<file path="config.mk">
export PLATFORM = sky130hd
export DESIGN_NAME = clk_div_monitor
export DESIGN_NICKNAME = d
export VERILOG_FILES = /design/src/rtl/clk_div_monitor.sv
export SDC_FILE = /design/constraint.sdc
export NUM_CORES = 1
export LEC_CHECK = 0
export CORE_UTILIZATION = 42
export CTS_BUF_LIST = sky130_fd_sc_hd__clkbuf_4
export CTS_CLUSTER_DIAMETER = 120
export DETAILED_ROUTE_END_ITERATION = 16
export GPL_ROUTABILITY_DRIVEN = 0
export GPL_TIMING_DRIVEN = 0
export HOLD_SLACK_MARGIN = 0.12
export PLACE_DENSITY = 0.73
export SLEW_MARGIN = 30
export SYNTH_ARGS = -nofsm -noshare
export SYNTH_HDL_FRONTEND = slang
export SYNTH_SLANG_ARGS = --single-unit
</file>
<file path="constraint.sdc">
create_clock -name clk -period 1.6 [get_ports clk]
set_input_delay 0.4 -clock clk [delete_from_list [all_inputs] [get_ports clk]]
set_output_delay 0.4 -clock clk [all_outputs]
set_load 0.05 [all_outputs]
</file>
<file path="src/rtl/clk_div_monitor.sv">
// Clock divider monitor: measures the rise-to-rise period and high time of an
// asynchronous clk_div, tracks lock against DIV, and flags errors and timeouts.
module clk_div_monitor #(
  parameter int DIV     = 5,
  parameter int CNT_W   = 8,
  parameter int LOCK_N  = 4,
  parameter int TIMEOUT = 255
) (
  input  logic             clk,
  input  logic             rst,
  input  logic             clk_div,
  input  logic             err_clr,
  output logic [CNT_W-1:0] period,
  output logic [CNT_W-1:0] hi_time,
  output logic             period_vld,
  output logic             locked,
  output logic             err,
  output logic             timeout
);

  localparam int MW = $clog2(LOCK_N + 1);
  localparam logic [CNT_W-1:0] CNT_MAX = {CNT_W{1'b1}};
  localparam logic [CNT_W-1:0] CNT_ONE = CNT_W'(1);
  localparam logic [CNT_W-1:0] DIV_C   = CNT_W'(DIV);
  localparam logic [CNT_W-1:0] TO_C    = CNT_W'(TIMEOUT);
  localparam logic [MW-1:0]    LOCK_C  = MW'(LOCK_N);
  localparam logic [MW-1:0]    MC_ONE  = MW'(1);

  typedef enum logic [1:0] {S_IDLE, S_MEASURE, S_LOCK} state_t;

  state_t           state_q, state_d;
  logic             s1_q, s1_d, s2_q, s2_d, s3_q, s3_d;
  logic [CNT_W-1:0] cnt_q, cnt_d, hcnt_q, hcnt_d;
  logic [CNT_W-1:0] period_q, period_d, hi_time_q, hi_time_d;
  logic [MW-1:0]    match_cnt_q, match_cnt_d;
  logic             period_vld_q, period_vld_d;
  logic             locked_q, locked_d;
  logic             err_q, err_d, timeout_q, timeout_d;
  logic             rise, match, err_set, to_set;

  function automatic logic [CNT_W-1:0] sat_add(input logic [CNT_W-1:0] a,
                                               input logic inc);
    if (inc && (a != CNT_MAX)) return a + CNT_ONE;
    return a;
  endfunction

  always_comb begin
    s1_d         = clk_div;
    s2_d         = s1_q;
    s3_d         = s2_q;
    rise         = s2_q & ~s3_q;
    match        = (cnt_q == DIV_C);
    cnt_d        = rise ? CNT_ONE : sat_add(cnt_q, 1'b1);
    hcnt_d       = rise ? CNT_ONE : sat_add(hcnt_q, s2_q);
    state_d      = state_q;
    period_d     = period_q;
    hi_time_d    = hi_time_q;
    match_cnt_d  = match_cnt_q;
    period_vld_d = 1'b0;
    err_set      = 1'b0;
    to_set       = 1'b0;

    case (state_q)
      S_IDLE: begin
        // Counters are stale here, so the first rise only arms measurement.
        if (rise) state_d = S_MEASURE;
      end
      S_MEASURE, S_LOCK: begin
        if (rise) begin
          period_d     = cnt_q;
          hi_time_d    = hcnt_q;
          period_vld_d = 1'b1;
          if (match) begin
            match_cnt_d = (match_cnt_q == LOCK_C) ? LOCK_C : match_cnt_q + MC_ONE;
            if (match_cnt_d == LOCK_C) state_d = S_LOCK;
          end else begin
            match_cnt_d = '0;
            if (state_q == S_LOCK) begin
              err_set = 1'b1;
              state_d = S_MEASURE;
            end
          end
        end else if (cnt_q == TO_C) begin
          to_set      = 1'b1;
          match_cnt_d = '0;
          state_d     = S_IDLE;
        end
      end
      default: state_d = S_IDLE;
    endcase

    locked_d  = (state_d == S_LOCK);
    // A new error or timeout takes priority over a simultaneous clear.
    err_d     = err_set | (err_q & ~err_clr);
    timeout_d = to_set | (timeout_q & ~err_clr);
  end

  always_ff @(posedge clk) begin
    if (rst) begin
      state_q      <= S_IDLE;
      s1_q         <= 1'b0;
      s2_q         <= 1'b0;
      s3_q         <= 1'b0;
      cnt_q        <= '0;
      hcnt_q       <= '0;
      match_cnt_q  <= '0;
      period_q     <= '0;
      hi_time_q    <= '0;
      period_vld_q <= 1'b0;
      locked_q     <= 1'b0;
      err_q        <= 1'b0;
      timeout_q    <= 1'b0;
    end else begin
      state_q      <= state_d;
      s1_q         <= s1_d;
      s2_q         <= s2_d;
      s3_q         <= s3_d;
      cnt_q        <= cnt_d;
      hcnt_q       <= hcnt_d;
      match_cnt_q  <= match_cnt_d;
      period_q     <= period_d;
      hi_time_q    <= hi_time_d;
      period_vld_q <= period_vld_d;
      locked_q     <= locked_d;
      err_q        <= err_d;
      timeout_q    <= timeout_d;
    end
  end

  assign period     = period_q;
  assign hi_time    = hi_time_q;
  assign period_vld = period_vld_q;
  assign locked     = locked_q;
  assign err        = err_q;
  assign timeout    = timeout_q;

endmodule
</file>
* Word level (Yosys, flattened, before mapping)
Cells that the tools add are included.
** Storage, ports and cells
- Register bits after elaboration :: 44
- Logic and storage cells :: 72
- Output and inout port bits :: 20
** Cells by class
- $add $sub $neg :: 3
- Mux-type cells :: 27
- Bitwise logic cells :: 8
- Equality and inequality tests :: 9
- Reductions and logical operators :: 10
** Operators with widths (number)
- $add 8x1->8 const B :: 2
- $mux 8 :: 2
- $ne 8x8->1 const B :: 2
- $mux 1 :: 14
- $mux 2 :: 6
- $mux 3 :: 4
- $eq 8x3->1 const B :: 1
- $eq 8x8->1 const B :: 1
- $eq 3x3->1 const B :: 2
- $reduce_bool 2->1 :: 3
- $reduce_or 2->1 :: 3
- $eq 2x2->1 const B :: 2
- $pmux 2 s2 :: 1
- $reduce_and 2->1 :: 2
- $add 3x1->3 const B :: 1
- $and 1x1->1 :: 3
- $not 1->1 :: 3
- $eq 2x1->1 const B :: 1
- $logic_not 2->1 :: 1
- $or 1x1->1 :: 2
- $logic_and 1x1->1 :: 1

* Depth between registers and ports, before layout
Gate-level depths: netlist of the first run.
- Depth in word-level cells :: 8
- Depth in mapped cells :: 7
- Gate-level depth less buffers :: 7

* Worst setup path before layout of the first run
Ideal clock, no wire load.
- Path kind :: register -> register
- Start point :: register cnt_q[0]
- End point :: register locked_q (netlist: locked)
- Required time :: 1.513 ns
- Period minus slack after synthesis :: 1.745 ns
- Setup time :: 0.087 ns
- Slack :: -0.145 ns
- Arrival time :: 1.658 ns
- Path buffers :: 0
- Stages on the path, launching flop included :: 7
- Cells stage by stage :: dfxtp_1 > ha_1 > or4b_4 > nor4_4 > o21a_1 > a211oi_1 > nor4b_2
** Between the ends
- Longest elaborated chain between the ends :: 5
- Elaborated cells between the ends (all ways) :: 7
** RTL lines
- start: declaration :: RTL line 33 : logic [CNT_W-1:0] cnt_q, cnt_d, hcnt_q, hcnt_d;
- start signal: assignment :: RTL line 118 : cnt_q <= cnt_d;
- $eq 8x8->1 / $eq 8x3->1 (equally long branches) :: RTL line 83, 52
- $mux 2 (on tied branches) :: RTL line 83, 73
- $mux 2 (*) :: RTL line 69 : if (rise) begin
- $pmux 2 s2 (*) :: RTL line 63 : case (state_q)
- $eq 2x2->1 (*) :: RTL line 92 : locked_d = (state_d == S_LOCK);
- end signal: assignment :: RTL line 124 : locked_q <= locked_d;
- end: declaration :: RTL line 37 : logic locked_q, locked_d;
Mark *: on every way between the ends. The rest lies on a longest branch, timed or not.
A chain may end at the register's enable or synchronous reset.

* Final worst setup path of the first run
- Start point :: register cnt_q[1]
- End point :: register locked_q (netlist: locked)
Same word-level chain as after synthesis.

==> results.toml, run 1 <==
[pwr]
clkPwrFrac = 0.360
p_int_mw = 1.497
ir_drop_v = 0.0007443
p_seq_frac = 0.572
power.density_nw_per_um2 = 800.6
swShare = 0.2369
p_leak_nw = 0.8458
netSwitchingPower_mw = 0.4647
p_comb_frac = 0.068

[synth]
syn_inst = 218
ys_ff_latch = 44
synth.distinct_cells = 43
postSynth.asyncResetShare = 0
synth-edff-count = 0
synth_nets = 230
netlist.area_leader.share = 0.4607
synth.area.top_cells = "dfxtp_1 (46%), nand2_1 (8.6%), a21oi_1 (6.3%)"
seq_area_frac_synth = 0.4607
synthFlopType = "dfxtp_1"
yosys_warnings = 0
synth_area_per_cell_um2 = 8.770
syn_area_um2 = 1912
synth_largest_area_cell = "dfxtp_1"

[sta]
fin_setup_tns_ns = -0.7908
tightest_slew_ns = 0.5108
max_freq_mhz = 547.7
rsz0062_at_grt = "yes"
finalCritPeriodShare = 1.141
period_needed_ns = 1.826
hold_violations = 0
slew_viol_final = 0
worst_slack_ns = -0.2260
fin_skew_ns = 0.01594
relSlewSlack = 0.6595
setup_viol = 6

[layout]
fill_cells = 382
synthToLayoutAreaGrowth_pct = 28.14
multi_input_area_um2 = 1046
diodes = 0
layout_commonest_cell = "nand2_1"
drive_gt1_frac = 0.2648
regArea_um2 = 889.6
stdcell_count = 305
nets = 264
final_cell_mix = "nand2_1 (42), dfxtp_1 (39), a21oi_1 (22)"

[critical_path]
crit_family = "simple AND/OR/NAND/NOR gates"
cpPeakStageDelay_ns = 0.49
r2r_start = "cnt_q[1]"
end_kind = "register"
cp_max_fo = 2
reg2reg_slack_ns = -0.23
ff2ff_path_depth = 7
cp-start-kind = "register"
arrival_ns = 2.11
path_cells = "inv_2 > ha_4 > or4b_4 > nor4_4 > o21a_1 > a211oi_1 > nor4b_2"
cp_num_buf_inv = 1
cp.required_ns = 1.88
slowest_stage = "or4b_4"
rr_endpoint = "locked"
worstSetupPathType = "reg2reg"

[routing]
drt_wl_total_um = 3817
drt_first_pass_iters = 5
route.detailed.drc = 0
postRouteAntennaNets = 0
drt_iter0_drc = 93
post_drt_wl_per_cell_um = 12.51
viasPerCell = 5.085
dr_total_vias = 1551

[global_route]
met2_usage = 0.2632
met3_usage = 0.05378
grt.total_usage = 0.1634
grt_pass1_wl_um = 6285
antenna_found_initial = 0
grt_pass1_vias = 1381
grt_max_degree = 15
grt_util_met1 = 0.2063
gr-total-overflow = 0
grt_busiest_layer = "met2"

[job]
maxCapViolCount = 0

[clock_network]
clkTransAtPathRegs_ns = 0.15
cts_root_buf = "clkbuf_4"
cts-htree-levels = 2
insertion_delay_ns = 0.37
cts_buffers = 5
clock_sinks = 44
ctsHoldBuffers = 0
cts_tree = "built"
clockBufferDepth = 2

[placed_design]
hpwl_um = 2511
numPortBuffers = 22
dp_cells = 292

[die]
dieArea_um2 = 4826
dieWidth_um = 69.47
coreArea_um2 = 4354
die_h_um = 69.47
boundaryPins = 24
row_count = 24
initial_core_util = 0.4391

[status]
outcome = "complete, but fails checks"
violations = "setup timing"

[worst_hold_path]
hold_path_class = "in2reg"
min_to = "s2_q"
holdPathStages = 2
min_from = "rst"
sequential cells by signal, indices dropped and copies added, names as in the netlist:
name / flops
cnt_q: 8
s2_q: 1
s3_q: 1
match_cnt_q: 3
period_vld: 1
timeout: 1
hcnt_q: 8
period: 8
state_q: 2
s1_q: 1
err: 1
locked: 1
hi_time: 8
power groups by stage:
stage / Combinational [mW] / Sequential, mW / Clock [mW]
floorplan: 0.0683 / 1.15 / 0
global placement: 0.0917 / 1.15 / 0
detailed placement: 0.0928 / 1.15 / 0
CTS: 0.120 / 1.12 / 0.711
global route: 0.146 / 1.12 / 0.759
finish: 0.134 / 1.12 / 0.706
repair_timing:
action / in CTS / in global routing
pin swaps: 3 / 8
gates resized for setup: 80 / 15
setup buffers: 4 / 2
endpoints found under the setup margin: 50 / 30
layer usage:
layer	wire length, um	part of all wire
met1	1911	0.50
met5	0	0
met3	130	0.034
met2	1738	0.46
met4	36	0.0094
how the worst max path moves through the flow:
stage	from	endpoint	slack (ns)	cells past startpoint
2_1_floorplan	cnt_q[1]	locked	-0.10	7
3_3_place_gp	state_q[1]	period[1]	-0.25	7
3_5_place_dp	state_q[1]	period[6]	-0.26	7
4_1_cts	cnt_q[1]	locked	-0.24	7
5_1_grt	cnt_q[1]	locked	-0.33	7
6_report	cnt_q[1]	locked	-0.23	7
cell usage after synthesis (all sizes together) (2+ instances only):
master,n
dfxtp,44
nand2,44
a21oi,24
nor2,19
clkbuf,8
ha,8
inv,7
nor3,5
xor2,5
a211oi,4
o21ai,4
and3,3
nand2b,3
nand3,3
nand4,3
nor2b,3
xnor2,3
and2,2
and4,2
mux2i,2
nand3b,2
nor4,2
o31ai,2
or2b,2
layout make-up:
type                            instances  area share
Multi-Input combinational cell        158      0.4270
Sequential cell                        44      0.3631
Timing Repair Buffer                   28      0.1134
Buffer                                  8     0.02656
Tap cell                               52     0.02656
Clock inverter                          3     0.01736
Clock buffer                            5     0.01532
Inverter                                7     0.01073
per-stage QoR:
step	util	worst slack, ns	total power, mW	cell area, um^2	hold slack (ns)
final	0.5626	-0.2260	1.961	2450	0.3984
after global routing	0.5626	-0.3262	2.030	2450	0.4259
after CTS	0.5532	-0.2403	1.953	2409	0.3653
after detailed placement	0.5055	-0.2586	1.241	2201	0.4305
after global placement	0.5055	-0.2485	1.240	2201	0.4195
after floorplan	-	-0.1016	1.215	1916	0.4138
logic make-up (layout without fill, tap and decap cells):
kind of cell,count (synthesis),after routing,share of synthesized area
XOR/XNOR,8,8,0.03665
buffers and inverters,16,51,0.04647
AO/OA/AOI/OAI,40,40,0.1237
adder cells (fa/ha/maj),8,8,0.05236
AND/OR/NAND/NOR,99,99,0.2638
multiplexers,3,3,0.01636
flip-flops,44,44,0.4607
No activity file was read; power rests on OpenSTA's default activity.
==> inputs of run 2 (changes only) <==
--- a/config.mk
+++ b/config.mk
@@ -13,6 +13,7 @@
 export GPL_TIMING_DRIVEN = 0
 export HOLD_SLACK_MARGIN = 0.12
 export PLACE_DENSITY = 0.73
+export RECOVER_POWER = 100
 export SLEW_MARGIN = 30
 export SYNTH_ARGS = -nofsm -noshare
 export SYNTH_HDL_FRONTEND = slang
==> run 2 against run 1 <==
Effect of this change: the run still ends with setup timing left; hold slack about the same; setup slack lost 0.0013 ns; count of clock-buffer cells in the layout did not move; utilization fell by 0.086 points; critical path depth did not move; sequential share of layout area grew 0.056 points; routed wire length about the same; non-clock buffer count stayed put; final area is 0.15% lower; highest routed layer unchanged; final cell count is the same.
==> results.toml, run 2 (synthesized netlist as in run 1, its figures left out) <==
[clock_network]
cts_tree = "built"
clkTransAtPathRegs_ns = 0.14
insertion_delay_ns = 0.37
cts_root_buf = "clkbuf_4"
cts-htree-levels = 2
clock_sinks = 44
clockBufferDepth = 2
cts_buffers = 5

[pwr]
p_leak_nw = 0.8441
total_power_mw = 1.959
power.density_nw_per_um2 = 801.0
ir_drop_v = 0.0007433

[critical_path]
cp.required_ns = 1.88
arrival_ns = 2.11
ff2ff_path_depth = 7
end_kind = "register"
cp-start-kind = "register"
cp_max_fo = 2
path_cells = "inv_2 > ha_4 > or4b_4 > nor4_4 > o21a_1 > a211oi_1 > nor4b_2"
worstSetupPathType = "reg2reg"
cpPeakStageDelay_ns = 0.49
slowest_stage = "or4b_4"

[die]
dieArea_um2 = 4826
dieWidth_um = 69.47
row_count = 24
coreArea_um2 = 4354
initial_core_util = 0.4391
die_h_um = 69.47
boundaryPins = 24

[routing]
dr_total_vias = 1555
post_drt_wl_per_cell_um = 12.50
drt_iter0_drc = 95
route.detailed.drc = 0
drt_first_pass_iters = 6
drt_wl_total_um = 3814
viasPerCell = 5.098
postRouteAntennaNets = 0

[placed_design]
numPortBuffers = 22
hpwl_um = 2511
place_area_um2 = 2201

[sta]
worst_slack_ns = -0.2273
relSlewSlack = 0.6594
fin_skew_ns = 0.01593
slew_viol_final = 0
fin_setup_tns_ns = -1.043
tightest_slew_ns = 0.5110
hold_violations = 0
finalCritPeriodShare = 1.142
period_needed_ns = 1.827
rsz0062_at_grt = "yes"
max_freq_mhz = 547.3
setup_viol = 18

[worst_hold_path]
hold_path_class = "in2reg"
holdPathStages = 2

[global_route]
gr-total-overflow = 0
grt_max_degree = 15
grt_pass1_wl_um = 6285
grt_pass1_vias = 1381
antenna_found_initial = 0
grt.total_usage = 0.1634

[layout]
final_area_um2 = 2446
synthToLayoutAreaGrowth_pct = 27.95
diodes = 0
layout_commonest_cell = "nand2_1"
nets = 264
final_cell_mix = "nand2_1 (42), dfxtp_1 (39), a21oi_1 (22)"
drive_gt1_frac = 0.2609

[job]
maxCapViolCount = 0

[status]
outcome = "complete, but fails checks"
violations = "setup timing"
-- run 2: cell count changes in the layout (fill, tap and decap cells not counted) --
cell	previous run	this run
dlygate4sd3_1	0	1
clkdlybuf4s50_1	2	1
and2_2	0	1
and2_4	2	0
and2_1	0	1
-- run 2: repair_timing --
action / in CTS / in global routing
gates cloned: 0 / 0
endpoints found under the setup margin: 50 / 30
setup buffers: 4 / 2
pin swaps: 3 / 8
hold buffers: 0 / 0
resized for setup: 80 / 15
-- run 2: area by class of cell --
cell class,instances,area [um^2]
Clock buffer,5,37.54
Buffer,8,65.06
Clock inverter,3,42.54
Fill cell,384,1908
Multi-Input combinational cell,158,1042
Tap cell,52,65.06
Timing Repair Buffer,28,277.8
Inverter,7,26.28
Sequential cell,44,889.6
-- run 2: worst max-delay path: cells and delay by family (launching register included) --
| kind | cells | cell delay (ns) |
|---|---|---|
| flip-flops | 1 | 0.35 |
| adder cells (fa/ha/maj) | 1 | 0.11 |
| buffers and inverters | 1 | 0.06 |
| AO/OA/AOI/OAI | 2 | 0.21 |
| AND/OR/NAND/NOR | 3 | 1.00 |
-- run 2: layer usage --
metal,global-route usage,vias to the layer above,wire length (um)
li1,-,823,-
met4,0.05215,0,34
met5,0,-,0
met1,0.2063,704,1921
met3,0.05378,3,129
met2,0.2632,25,1728
-- run 2: final timing paths --
path | end | slack (ns) | startpoint
setup / recovery | locked | -0.23 | cnt_q[1]
hold / removal | s2_q | 0.40 | rst
setup reg to reg | locked | -0.23 | cnt_q[1]
hold reg to reg | period[5] | 0.46 | period[5]
-- run 2: where the power goes --
part | leakage (nW) | internal [mW] | switching (mW)
logic | 0.443 | 0.0594 | 0.0732
registers | 0.358 | 1.11 | 0.0124
clock network | 0.0428 | 0.327 | 0.378
-- run 2: through the flow --
stage / hold WS [ns] / setup slack [ns] / utilization / std cells
final: 0.3980 / -0.2273 / 0.5618 / 305
after detailed placement: 0.4305 / -0.2586 / 0.5055 / 292
after CTS: 0.3653 / -0.2403 / 0.5532 / 303
after floorplan: 0.4138 / -0.1016 / - / 218
after global placement: 0.4195 / -0.2485 / 0.5055 / 292
after global routing: 0.4259 / -0.3262 / 0.5618 / 305
